===== config.mk =====
export PLATFORM = sky130hd
export DESIGN_NAME = cpu_sequencer
export DESIGN_NICKNAME = d
export VERILOG_FILES = /design/src/rtl/cpu_pkg.sv /design/src/rtl/cpu_sequencer.sv
export SDC_FILE = /design/constraint.sdc
export NUM_CORES = 1
export LEC_CHECK = 0
export ABC_AREA = 1
export CAP_MARGIN = 25
export CORE_AREA = 2 2 39 41
export CTS_BUF_LIST = sky130_fd_sc_hd__clkbuf_8 sky130_fd_sc_hd__clkbuf_16
export DETAILED_ROUTE_END_ITERATION = 12
export DIE_AREA = 0 0 41 43
export PLACE_DENSITY = 0.61
export SLEW_MARGIN = 30
export SYNTH_ARGS = -nofsm -noshare
export SYNTH_HDL_FRONTEND = slang
export SYNTH_SLANG_ARGS = --single-unit

===== constraint.sdc =====
create_clock -name clock -period 1.19 [get_ports clock]
set_input_delay 0.1785 -clock clock [delete_from_list [all_inputs] [get_ports clock]]
set_output_delay 0.1785 -clock clock [all_outputs]
set_load 0.01 [all_outputs]

===== src/rtl/cpu_pkg.sv =====
// Shared types and widths for the 8-bit accumulator core: opcodes, sequencer states, word sizes.
package cpu_pkg;

    localparam int unsigned OP_W    = 3;
    localparam int unsigned WORD_W  = 8;
    localparam int unsigned STATE_W = 4;

    typedef enum logic [OP_W-1:0] {
        OP_LOAD  = 3'b000,
        OP_STORE = 3'b001,
        OP_ADD   = 3'b010,
        OP_SUB   = 3'b011,
        OP_BNE   = 3'b100,
        OP_JMP   = 3'b101,
        OP_NOP   = 3'b110,
        OP_HALT  = 3'b111
    } opcode_t;

    typedef enum logic [STATE_W-1:0] {
        S_RESET  = 4'd0,
        S_FETCH0 = 4'd1,
        S_FETCH1 = 4'd2,
        S_FETCH2 = 4'd3,
        S_DECODE = 4'd4,
        S_MEMRD  = 4'd5,
        S_EXEC   = 4'd6,
        S_WR1    = 4'd7,
        S_WR2    = 4'd8,
        S_HALT   = 4'd9
    } seq_state_t;

endpackage


===== src/rtl/cpu_sequencer.sv =====
// Control-unit FSM: sequences fetch/decode/execute over sysbus and drives all datapath strobes.
// Outputs are decoded from the state so that reset clears them immediately.
module cpu_sequencer
    import cpu_pkg::*;
(
    input  logic            clock,
    input  logic            n_reset,
    input  logic [OP_W-1:0] op,
    input  logic            z_flag,
    input  logic            mem_ready,
    output logic            ACC_bus,
    output logic            PC_bus,
    output logic            MDR_bus,
    output logic            Addr_bus,
    output logic            load_ACC,
    output logic            load_PC,
    output logic            load_IR,
    output logic            load_MAR,
    output logic            load_MDR,
    output logic            INC_PC,
    output logic            ALU_ACC,
    output logic            ALU_add,
    output logic            ALU_sub,
    output logic            CS,
    output logic            R_NW,
    output logic            halted
);

    seq_state_t r_state;
    seq_state_t w_next_state;
    opcode_t    w_op;

    assign w_op = opcode_t'(op);

    // State register
    always_ff @(posedge clock or negedge n_reset) begin
        if (!n_reset) begin
            r_state <= S_RESET;
        end else begin
            r_state <= w_next_state;
        end
    end

    // Next-state and output decode
    always_comb begin
        w_next_state = S_RESET;
        ACC_bus      = 1'b0;
        PC_bus       = 1'b0;
        MDR_bus      = 1'b0;
        Addr_bus     = 1'b0;
        load_ACC     = 1'b0;
        load_PC      = 1'b0;
        load_IR      = 1'b0;
        load_MAR     = 1'b0;
        load_MDR     = 1'b0;
        INC_PC       = 1'b0;
        ALU_ACC      = 1'b0;
        ALU_add      = 1'b0;
        ALU_sub      = 1'b0;
        CS           = 1'b0;
        R_NW         = 1'b0;
        halted       = 1'b0;

        case (r_state)
            S_RESET: begin
                w_next_state = S_FETCH0;
            end
            S_FETCH0: begin
                PC_bus       = 1'b1;
                load_MAR     = 1'b1;
                INC_PC       = 1'b1;
                w_next_state = S_FETCH1;
            end
            S_FETCH1: begin
                CS           = 1'b1;
                R_NW         = 1'b1;
                load_MDR     = 1'b1;
                w_next_state = mem_ready ? S_FETCH2 : S_FETCH1;
            end
            S_FETCH2: begin
                MDR_bus      = 1'b1;
                load_IR      = 1'b1;
                w_next_state = S_DECODE;
            end
            S_DECODE: begin
                Addr_bus = 1'b1;
                case (w_op)
                    OP_LOAD, OP_ADD, OP_SUB: begin
                        load_MAR     = 1'b1;
                        w_next_state = S_MEMRD;
                    end
                    OP_STORE: begin
                        load_MAR     = 1'b1;
                        w_next_state = S_WR1;
                    end
                    OP_BNE: begin
                        load_PC      = ~z_flag;
                        w_next_state = S_FETCH0;
                    end
                    OP_JMP: begin
                        load_PC      = 1'b1;
                        w_next_state = S_FETCH0;
                    end
                    OP_HALT: begin
                        w_next_state = S_HALT;
                    end
                    default: begin
                        w_next_state = S_FETCH0;
                    end
                endcase
            end
            S_MEMRD: begin
                CS           = 1'b1;
                R_NW         = 1'b1;
                load_MDR     = 1'b1;
                w_next_state = mem_ready ? S_EXEC : S_MEMRD;
            end
            S_EXEC: begin
                MDR_bus      = 1'b1;
                load_ACC     = 1'b1;
                ALU_ACC      = (w_op == OP_ADD) || (w_op == OP_SUB);
                ALU_add      = (w_op == OP_ADD);
                ALU_sub      = (w_op == OP_SUB);
                w_next_state = S_FETCH0;
            end
            S_WR1: begin
                ACC_bus      = 1'b1;
                load_MDR     = 1'b1;
                w_next_state = S_WR2;
            end
            S_WR2: begin
                CS           = 1'b1;
                w_next_state = mem_ready ? S_FETCH0 : S_WR2;
            end
            S_HALT: begin
                halted       = 1'b1;
                w_next_state = S_HALT;
            end
            default: begin
                w_next_state = S_RESET;
            end
        endcase
    end

endmodule


==> flow_metrics.tcl <==
set metrics [dict create \
    maxSlewViolCount 0 \
    overflow 0 \
    fin_crit_ns 1.51 \
    r2r_slack_ns -0.04 \
    drive_gt1_share_pct 69.3 \
    grt_max_degree 6 \
    track_usage_pct 18.2 \
    syn_avg_cell_area_um2 5.77 \
    top_regs "r_state x4" \
    initial_core_util_pct 27.1 \
    clkTransAtPathRegs_ns 0.03 \
    holdWs_ns 0.162 \
    cts_buffers 3 \
    cp_data_arrival_time_ns 1.34 \
    power_w 0.00243 \
    dp_hpwl_um 969 \
    rows 14 \
    root_buffer "clkbuf_8" \
    post_drt_via_cell_ratio 4.55 \
    finish.utilization_pct 70.3 \
    drc 0 \
    dr.first_iter.drc_count 6 \
    ant_nets 0 \
    finalSetupViolations 17 \
    die-height_um 43 \
    period_share_pct 127 \
    peakVddDrop_mv 1.56 \
    first_pass_iters 4 \
    grt_pass1_wl_mm 2.15 \
    syn-num-nets 72 \
    worstSetupPathType "reg2out" \
    ios 23 \
    hold_buffers 0 \
    antennaDiodeCount 0 \
    totalWireLength_mm 1.60 \
    cts_tree "built" \
    syn_area_um2 375 \
    clock_latency_ns 0.22 \
    die_w_um 41 \
    cts_buffer_depth 2 \
    slew-limit-headroom_pct 86.2 \
    ys_warn_count 0 \
    ys_types 12 \
    top_register "r_state" \
    leakagePower_nw 0.537 \
    fillers 109 \
    ys_seq_elements 4 \
    cp_data_required_time_ns 1.01 \
    largest_reg_flops 4 \
    failed_checks "setup timing" \
    worst_pin_slew_ns 0.207 \
    seq_area_frac_synth_pct 26.7 \
    design.die.area_mm2 0.00176 \
    reg2reg_depth 8 \
    antenna_found_initial 0 \
    crit_path_start_kind "register" \
    hold_viol 0 \
    critPathMaxFanout 4 \
    portBuffers 22 \
    r2r_start "r_state[1]$_DFF_PN0_" \
    power_density_mw_per_mm2 2500 \
    vias 591 \
    min_path_type "in2async" \
    htreeDepth 1 \
    status "complete, but fails checks" \
    final_common_cell "buf_6" \
    final_cell_mix "18 x buf_6, 15 x buf_4, 10 x nand2_1, 8 x inv_2, 8 x buf_2" \
    end_kind "output port" \
    routedWlPerCell_um 12.3 \
    rsz0062_at_grt "true" \
    finClkSkew_ns 0.00465 \
    grt_pass1_vias 517 \
    area_growth_pct 159 \
    nNetsFinal 123 \
    max_freq_mhz 660 \
    rr_endpoint "r_state[0]$_DFF_PN0_" \
    netlist_instances 65 \
    fin_ws_ns -0.324 \
    cts.sinks 4 \
    place.gp.congestion 0.781 \
    maxCapViolCount 0 \
    core_area_mm2 0.00138 \
]
## metal layers
layer	vias up	global-route usage, %	wire [µm]
met3	2	6.28	53
met4	0	4.00	29
met2	15	29.1	855
li1	298	-	-
met1	276	22.8	658
met5	-	0	0
## cell families after synthesis
family | share of synthesized area [%]
buffers and inverters | 16.0
AND/OR/NAND/NOR | 57.3
flip-flops | 26.7
## power by group
| group | switching (W) | internal, W |
|---|---|---|
| Clock | 0.0000658 | 0.000215 |
| Sequential | 0.0000813 | 0.000202 |
| Combinational | 0.000927 | 0.000944 |
## synthesized netlist by cell type (all sizes together)
cell / n / area share, %
nand2: 19 / 19
nand3: 10 / 13
nor3: 2 / 4.0
nor2: 12 / 16
inv: 14 / 14
and3: 1 / 1.7
nand4: 2 / 3.3
buf: 1 / 2.0
dfrtp: 4 / 27
## through the flow
step,cells,setup slack (ns),area [µm²],setup TNS (ns)
after CTS,127,-0.260,851,-3.15
final,130,-0.324,972,-3.69
after global routing,130,-0.384,972,-4.68
after global placement,119,-0.513,738,-6.71
after detailed placement,119,-0.531,738,-6.81
after floorplan,65,0.0230,378,0
## how the worst max path moves through the flow
stage	slack, ns	endpoint	start
floorplan	0.02	PC_bus	r_state[0]$_DFF_PN0_
detailed placement	-0.53	ALU_sub	op[1]
CTS	-0.26	ALU_sub	r_state[0]$_DFF_PN0_
global route	-0.38	load_PC	r_state[1]$_DFF_PN0_
global placement	-0.51	ALU_sub	op[1]
finish	-0.32	ALU_sub	r_state[0]$_DFF_PN0_
## worst max-delay path: stages (launching register included)
cell and delay (ns):
dfrtp_1 0.39, buf_6 0.14, nor2_4 0.13, inv_2 0.05
nor2_4 0.11, inv_2 0.06, nor3_2 0.09, buf_2 0.15
## final cells by class
cell class                 count  area, µm²  area share (%)
timing repair buffer          47        415            42.7
multi-input combinational     46        333            34.2
sequential                     4        103            10.6
inverter                      14       60.1            6.18
clock buffer                   3       41.3            4.25
tap                           16       20.0            2.06
## timing repair
item,4_1_cts,5_1_grt
pin swaps,6,16
buffers inserted,6,4
resized for setup,97,29
endpoints found under the setup margin,16,20
(Power assumes the default switching activity.)
